**src/rtl/sram_arbiter_pkg.sv**
```systemverilog
// ============================================================================
// Module      : sram_arbiter_pkg
// Description : Shared constants for the SRAM arbiter: FSM state encodings
//               and transaction-owner encodings.
// Revision    : 1.0 - initial release
// ============================================================================
`default_nettype none

package sram_arbiter_pkg;

  // Arbiter FSM: one transaction outstanding at most
  typedef enum logic [1:0] {
    IDLE = 2'd0,  // no transaction, arbitrating
    ADDR = 2'd1,  // request issued, waiting for mem_addr_ok
    RESP = 2'd2   // address accepted, waiting for mem_data_ok
  } state_t;

  // Owner of the shared memory port
  localparam logic OWN_INST = 1'b0;
  localparam logic OWN_DATA = 1'b1;

endpackage

`default_nettype wire

```
**src/rtl/sram_arbiter_arb_pick.sv**
```systemverilog
// ============================================================================
// Module      : arb_pick
// Description : Winner selection between fetch and load/store requesters.
//               Macro ARB_RR_EN selects round-robin (grant goes to the side
//               not granted last); otherwise fixed priority, data over inst.
// Revision    : 1.0 - initial release
// ============================================================================
`default_nettype none

module arb_pick
  import sram_arbiter_pkg::*;
(
  input  logic clk,
  input  logic resetn,
  input  logic i_inst_req,
  input  logic i_data_req,
  input  logic i_grant,     // a grant is being made this cycle
  output logic o_winner     // OWN_INST or OWN_DATA
);

`ifdef ARB_RR_EN
  logic r_last_grant;

  // On contention favour the requester that was not granted last
  always_comb begin
    o_winner = OWN_INST;
    if (i_inst_req && i_data_req) begin
      o_winner = (r_last_grant == OWN_DATA) ? OWN_INST : OWN_DATA;
    end else if (i_data_req) begin
      o_winner = OWN_DATA;
    end
  end

  // Remember who won every grant
  always_ff @(posedge clk or negedge resetn) begin
    if (!resetn) begin
      r_last_grant <= OWN_DATA;
    end else if (i_grant) begin
      r_last_grant <= o_winner;
    end
  end
`else
  // Fixed priority: a pending load/store always wins
  assign o_winner = i_data_req ? OWN_DATA : OWN_INST;

  // History-free selection leaves these inputs without a load
  logic w_unused;
  assign w_unused = &{1'b0, clk, resetn, i_inst_req, i_grant};
`endif

endmodule

`default_nettype wire

```
**src/rtl/sram_arbiter.sv**
```systemverilog
// ============================================================================
// Module      : sram_arbiter
// Description : Arbitrates a fetch port and a load/store port onto a single
//               SRAM-like memory port, one transaction in flight at a time.
//               Optional macro ARB_RR_EN enables round-robin arbitration.
// Revision    : 1.0 - initial release
// ============================================================================
`default_nettype none

module sram_arbiter
  import sram_arbiter_pkg::*;
#(
  parameter int ADDR_W = 32,
  parameter int DATA_W = 32
) (
  input  logic                clk,
  input  logic                resetn,
  // fetch requester
  input  logic                inst_req,
  input  logic [ADDR_W-1:0]   inst_addr,
  output logic                inst_addr_ok,
  output logic                inst_data_ok,
  output logic [DATA_W-1:0]   inst_rdata,
  // load/store requester
  input  logic                data_req,
  input  logic                data_wr,
  input  logic [DATA_W/8-1:0] data_wstrb,
  input  logic [ADDR_W-1:0]   data_addr,
  input  logic [DATA_W-1:0]   data_wdata,
  output logic                data_addr_ok,
  output logic                data_data_ok,
  output logic [DATA_W-1:0]   data_rdata,
  // shared memory port
  output logic                mem_req,
  output logic                mem_wr,
  output logic [DATA_W/8-1:0] mem_wstrb,
  output logic [ADDR_W-1:0]   mem_addr,
  output logic [DATA_W-1:0]   mem_wdata,
  input  logic                mem_addr_ok,
  input  logic                mem_data_ok,
  input  logic [DATA_W-1:0]   mem_rdata,
  // stall feedback
  output logic                busy
);

  localparam int STRB_W = DATA_W / 8;

  state_t r_state;
  logic   r_owner;

  logic w_any;
  logic w_grant;
  logic w_winner;
  logic w_sel;
  logic w_issue;
  logic w_resp;

  assign w_any   = inst_req | data_req;
  assign w_grant = (r_state == IDLE) && w_any;

  arb_pick u_arb_pick (
    .clk        (clk),
    .resetn     (resetn),
    .i_inst_req (inst_req),
    .i_data_req (data_req),
    .i_grant    (w_grant),
    .o_winner   (w_winner)
  );

  // In IDLE the fresh winner drives the port; afterwards the latched owner does
  assign w_sel   = (r_state == IDLE) ? w_winner : r_owner;
  // Gate with resetn so nothing handshakes while reset is held
  assign w_issue = resetn && (w_grant || (r_state == ADDR));
  assign w_resp  = resetn && (r_state == RESP) && mem_data_ok;

  assign mem_req = w_issue;

  // Route the selected requester's fields; a fetch never writes
  always_comb begin
    mem_addr  = inst_addr;
    mem_wr    = 1'b0;
    mem_wstrb = {STRB_W{1'b0}};
    mem_wdata = {DATA_W{1'b0}};
    if (w_sel == OWN_DATA) begin
      mem_addr  = data_addr;
      mem_wr    = data_wr;
      mem_wstrb = data_wstrb;
      mem_wdata = data_wdata;
    end
  end

  assign inst_addr_ok = w_issue && (w_sel == OWN_INST) && mem_addr_ok;
  assign data_addr_ok = w_issue && (w_sel == OWN_DATA) && mem_addr_ok;
  assign inst_data_ok = w_resp && (r_owner == OWN_INST);
  assign data_data_ok = w_resp && (r_owner == OWN_DATA);
  assign inst_rdata   = mem_rdata;
  assign data_rdata   = mem_rdata;
  assign busy         = (r_state != IDLE);

  // Transaction FSM: issue, wait for address acceptance, wait for data
  always_ff @(posedge clk or negedge resetn) begin
    if (!resetn) begin
      r_state <= IDLE;
      r_owner <= OWN_DATA;
    end else begin
      case (r_state)
        IDLE: begin
          if (w_any) begin
            r_owner <= w_winner;
            r_state <= mem_addr_ok ? RESP : ADDR;
          end
        end
        ADDR: begin
          if (mem_addr_ok) begin
            r_state <= RESP;
          end
        end
        RESP: begin
          if (mem_data_ok) begin
            r_state <= IDLE;
          end
        end
        default: r_state <= IDLE;
      endcase
    end
  end

endmodule

`default_nettype wire
```
**config.mk**
```make
export PLATFORM = sky130hd
export DESIGN_NAME = sram_arbiter
export DESIGN_NICKNAME = d
export VERILOG_FILES = /design/src/rtl/sram_arbiter_pkg.sv /design/src/rtl/sram_arbiter_arb_pick.sv /design/src/rtl/sram_arbiter.sv
export SDC_FILE = /design/constraint.sdc
export NUM_CORES = 1
export LEC_CHECK = 0
export CAP_MARGIN = 10
export CORE_AREA = 5 5 103 105
export DETAILED_ROUTE_END_ITERATION = 8
export DIE_AREA = 0 0 108 110
export GPL_TIMING_DRIVEN = 1
export PLACE_DENSITY_LB_ADDON = 0.15
export SLEW_MARGIN = 20
export SYNTH_ARGS = -nofsm -noshare
export SYNTH_HDL_FRONTEND = slang
export SYNTH_HIERARCHICAL = 1
export SYNTH_SLANG_ARGS = --single-unit
```
**constraint.sdc**
```tcl
create_clock -name clk -period 2.35 [get_ports clk]
set_input_delay 0.235 -clock clk [delete_from_list [all_inputs] [get_ports clk]]
set_output_delay 0.235 -clock clk [all_outputs]
set_load 0.01 [all_outputs]
```
# After elaboration in Yosys (flattened, before gate mapping)
# Cells that the tools add are included.
[word_totals] latchBits=0 out_inout_bits=139 wordCells=36 rom_bits=0 input_bits=139 reg_bits=3 memories=0 mem_bits_rw=0
[op_classes] n_shift=0 addsub=0 eq_ne=5 bitwise_logic=3 muxes=11 mul=0 n_div=0 n_reduce_logical=15 order_cmp=0
[ops] operator="32-bit two-way mux" n=2
[ops] operator="1-bit logical AND" n=10
[ops] operator="2-bit two-way mux" n=4
[ops] operator="2-bit inequality test, second input constant" n=3
[ops] operator="2-bit case mux with 3 select lines" n=1
[ops] operator="4-bit two-way mux" n=1
[ops] operator="1-bit two-way mux" n=3
[ops] operator="3-bit AND reduction" n=1
[ops] operator="2-bit by 1-bit == test with 1-bit output, second input constant" n=1
[ops] operator="2-bit == test, second input constant" n=1
[ops] operator="2-bit logical NOT" n=1
[ops] operator="1-bit NOT" n=2
[ops] operator="2-bit AND reduction" n=1
[ops] operator="2-bit nonzero test" n=1
[ops] operator="1-bit logical OR" n=1
[ops] operator="1-bit OR" n=1

# Depth between registers and ports, before layout
[logic_depth] ltp_word=6 depth_mapped=4 mapped_depth_nobuf=3

# By module
# Netlist, hierarchy kept.
[modules_own_cells] mod="sram_arbiter" n_inst=1 seq_area_each_um2=76.3 area_each_um2=1310.0 cells_per_inst=159
[modules_own_cells] mod="arb_pick" n_inst=1 seq_area_each_um2=0.0 area_each_um2=7.5 cells_per_inst=1

# Worst setup path after synthesis
# No wires, ideal clock.
[synth_path] kind="flip-flop to output port" start="register r_state[0]" end="output mem_addr[30]" path_stages_with_launch=5 required_ns=2.115 path_slack_ns=0.606 arrival_ns=1.509 n_path_buf=1 path_cell_list="dfrtp_1 > or2_4 > mux2i_4 > clkbuf_2 > mux2_2"
[synth_via] elab_chain_cells=3
[synth_rtl] element="start, declared" line="sram_arbiter.sv:48" source="state_t r_state;"
[synth_rtl] element="start signal, assigned" line="sram_arbiter.sv:110" source="r_state <= mem_addr_ok ? RESP : ADDR;"
[synth_rtl] element="2-bit logical NOT" line="sram_arbiter.sv:71" source="assign w_sel = (r_state == IDLE) ? w_winner : r_owner;"
[synth_rtl] element="1-bit two-way mux" line="sram_arbiter.sv:71"
[synth_rtl] element="32-bit two-way mux" line="sram_arbiter.sv:84" source="if (w_sel == OWN_DATA) begin"
[synth_rtl] element="end, declared" line="sram_arbiter.sv:37" source="output logic [ADDR_W-1:0] mem_addr,"
# No other way between the ends.

# Worst setup path in the final report
[layout_path] start="register r_state[0]" end="output data_addr_ok"
[layout_via] elab_chain_cells=6 word_cells_on_any_way=8 classes_between="eq/ne: 1; mux: 1; reduce/logical: 6"
[layout_rtl] element="2-bit logical NOT" line="sram_arbiter.sv:59, sram_arbiter.sv:71"
[layout_rtl] element="1-bit logical AND" line="sram_arbiter.sv:59" source="assign w_grant = (r_state == IDLE) && w_any;"
[layout_rtl] element="1-bit logical OR" line="sram_arbiter.sv:73" source="assign w_issue = resetn && (w_grant || (r_state == ADDR));"
[layout_rtl] element="1-bit logical AND" line="sram_arbiter.sv:73"
[layout_rtl] element="1-bit logical AND * (2 in a row)" line="sram_arbiter.sv:93" source="assign data_addr_ok = w_issue && (w_sel == OWN_DATA) && mem_addr_ok;"
[layout_rtl] element="end, declared" line="sram_arbiter.sv:30" source="output logic data_addr_ok,"
# Mark *: on every way between the ends. The rest lies on a longest branch, timed or not.

==> flow_summary_export.csv <==
group,metric,value,unit
floorplanning,fp.coreArea,9550,um2
sta,fmax,0.437,GHz
route,detail_route.wl_per_cell,13.8,um
route,drt_iter0_markers,49,
grt,groute.usage.overall,8.42,%
sta,holdWs,311,ps
clocking,clk-insertion-delay-late,220,ps
floorplanning,fp.dieW,108,um
placement,dp_cells,408,
worst_setup_path,endpoint_kind,"output port",
pwr,leakagePower,1.21,nW
cells_and_area,nets,419,
worst_setup_path,worstSetupPathType,"flip-flop to output port",
pwr,vdd_drop_max,0.133,mV
synthesis,yosys_warnings,6,
run,max_cap_viol_count,0,
clocking,cts-htree-levels,1,
sta,period_minus_slack,2290,ps
grt,globalRouteMet1Util,7.27,%
synthesis,syn_area_per_cell,8.23,um2
worst_setup_path,startpoint_type,"flip-flop",
grt,grt_pass1_vias,1539,
cells_and_area,multi_input_area,712,um2
worst_hold_path,hold_path.class,"input port to asynchronous set/reset pin",
clocking,cts_tree,"done",
clocking,holdBufCountCts,0,
sta,hold_viol,0,
synthesis,synth_cell_types,18,
sta,skew,0.989,ps
floorplanning,row_count,36,
route,drc,0,
sta,final_max_slew_viol_count,0,
synthesis,synthesis.nets,299,
clocking,cts.sinks,3,
cells_and_area,n_fill_cell,1003,
grt,top_usage_layer,"met2",
sta,fin_ws,59.8,ps
cells_and_area,instances_no_fill,412,
placement,gp_congestion,0.645,
grt,antenna_found_initial,0,
grt,overflow,0,
synthesis,syn-cell-area,1320,um2
placement,place_ws,22.8,ps
grt,grtUsageMet3,5.13,%
cells_and_area,num_antenna_cells,0,
outcome,status,"completed",
worst_setup_path,required,2120,ps
sta,slew_headroom,73.6,%
worst_setup_path,crit_arrival,2060,ps
route,drt-total-wl,5.70,mm
floorplanning,start_util,13.8,%
grt,grt_pass1_wl,7.86,mm
sta,worstMarginPinSlew,393,ps
sta,finalSetupViolations,0,
placement,port_buffers,181,
floorplanning,fp.dieH,110,um
worst_setup_path,path_max_fanout,32,
route,drt_pass1_iterations,2,
sta,fin_crit_sh,97.5,%
synthesis,synthCells,160,
cells_and_area,regArea,76.3,um2
route,avgViaCountPerCell,3.51,
synthesis,yosysSeqAreaShare,5.79,%
route,antenna_left,0,
clocking,post_cts_buffers,0,
clocking,root_buffer,"clkbuf_8",
placement,dp_hpwl,5.09,mm
sta,grt_setup_unrepaired,"false",
grt,grt_max_degree,33,
floorplanning,die_area,11900,um2
sta,setup_tns,0,ps
grt,met2_usage,15.5,%
cells_and_area,syn2layout_area_growth,117,%
clocking,clk_transition_reported_paths,30,ps
route,num_vias,1445,
clocking,numCtsBuffers,3,
cells_and_area,drive_gt1_share,16.5,%
pwr,cellPowerDensity,455,nW/um2
synthesis,ys_seq_elements,3,
floorplanning,io_pins,278,
clocking,cts_buffer_depth,2,
-- where the power goes --
group	switching, mW	internal [mW]
sequential	0.00962	0.0662
clock	0.0361	0.116
combinational	0.413	0.661
total	0.458	0.843
-- repair_timing --
item,4_1_cts,5_1_grt
endpoints found under the hold margin,0,0
setup endpoints to repair,35,9
gates resized for setup,35,9
-- registers in the layout, indices dropped and copies added, names as in the netlist --
register  flops
r_state       2
r_owner       1
-- synth_stat cells --
cell	number	area [um2]
buf_4	68	510
nor2_1	2	7.51
clkbuf_2	1	5.00
or2_4	1	8.76
inv_1	1	3.75
and3_1	1	6.26
dfstp_2	1	26.3
mux2i_4	1	22.5
nand3_1	1	5.00
mux2_2	33	372
o32ai_1	1	8.76
nor3_1	3	15.0
buf_2	3	15.0
dfrtp_1	2	50.1
nor3b_1	3	22.5
nor2b_1	36	225
nand2b_1	1	6.26
and2b_1	1	7.51
-- critical path, stage by stage, from the launching register on --
cell and delay [ps]:
dfrtp_1 370, or2_4 280, mux2i_4 210, buf_12 180, nor3b_1 200, clkdlybuf4s50_1 580
-- kinds of logic after synthesis --
group                  synth area share (%)
AOI/OAI and AO/OA                     0.665
DFF                                    5.79
buffers and inverters                  40.5
muxes                                  29.9
and+or+nand+nor                        23.1
-- final cells by class --
type / count / share of cell area (%)
Timing Repair Buffer: 187 / 64.9
Multi-Input combinational cell: 84 / 24.9
Tap cell: 133 / 5.82
Sequential cell: 3 / 2.67
Clock buffer: 4 / 1.57
Inverter: 1 / 0.131
-- routing by layer --
layer	routed length [um]	share of wire, %
met1	1630	29
met2	2880	50
met3	1040	18
met4	154	2.7
met5	0	0
-- cells in the final DEF (no fill, tap or decap) --
cell               n
and3_1             1
nor2_1             2
nor3b_1            2
inv_1              1
nor2b_1           36
and2b_1            1
mux2_2            33
dlymetal6s2s_1     8
nor3_1             3
o32ai_1            1
nand3_1            1
dfrtp_1            2
nor3b_2            1
clkdlybuf4s50_1  138
clkbuf_8           3
nand2b_1           1
buf_12             2
or2_4              1
mux2i_4            1
clkbuf_1           1
dfstp_2            1
dlygate4sd2_1     35
buf_4              4
-- path summary, 6_finish.rpt --
check / startpoint / to / slack (ps) / depth (start not counted)
setup / recovery: r_state[0] / data_addr_ok / 60 / 5
hold / removal: resetn / r_state[1] / 310 / 2
setup reg to reg: r_state[0] / r_owner / 1160 / 3
hold reg to reg: r_state[1] / r_state[0] / 570 / 2
max in group asynchronous: resetn / r_owner / 1850 / 2
min in group clk: mem_rdata[23] / inst_rdata[23] / 470 / 0
-- through the flow --
| stage | area, um2 | util, % | power (mW) |
|---|---|---|---|
| 2_1_floorplan | 1320 | - | 0.676 |
| 3_3_place_gp | 2840 | 29.7 | 1.27 |
| 3_5_place_dp | 2840 | 29.7 | 1.26 |
| 4_1_cts | 2840 | 29.7 | 1.34 |
| 5_1_grt | 2860 | 30.0 | 1.40 |
| 6_report | 2860 | 30.0 | 1.30 |
Power figures use the tool's default switching activity.
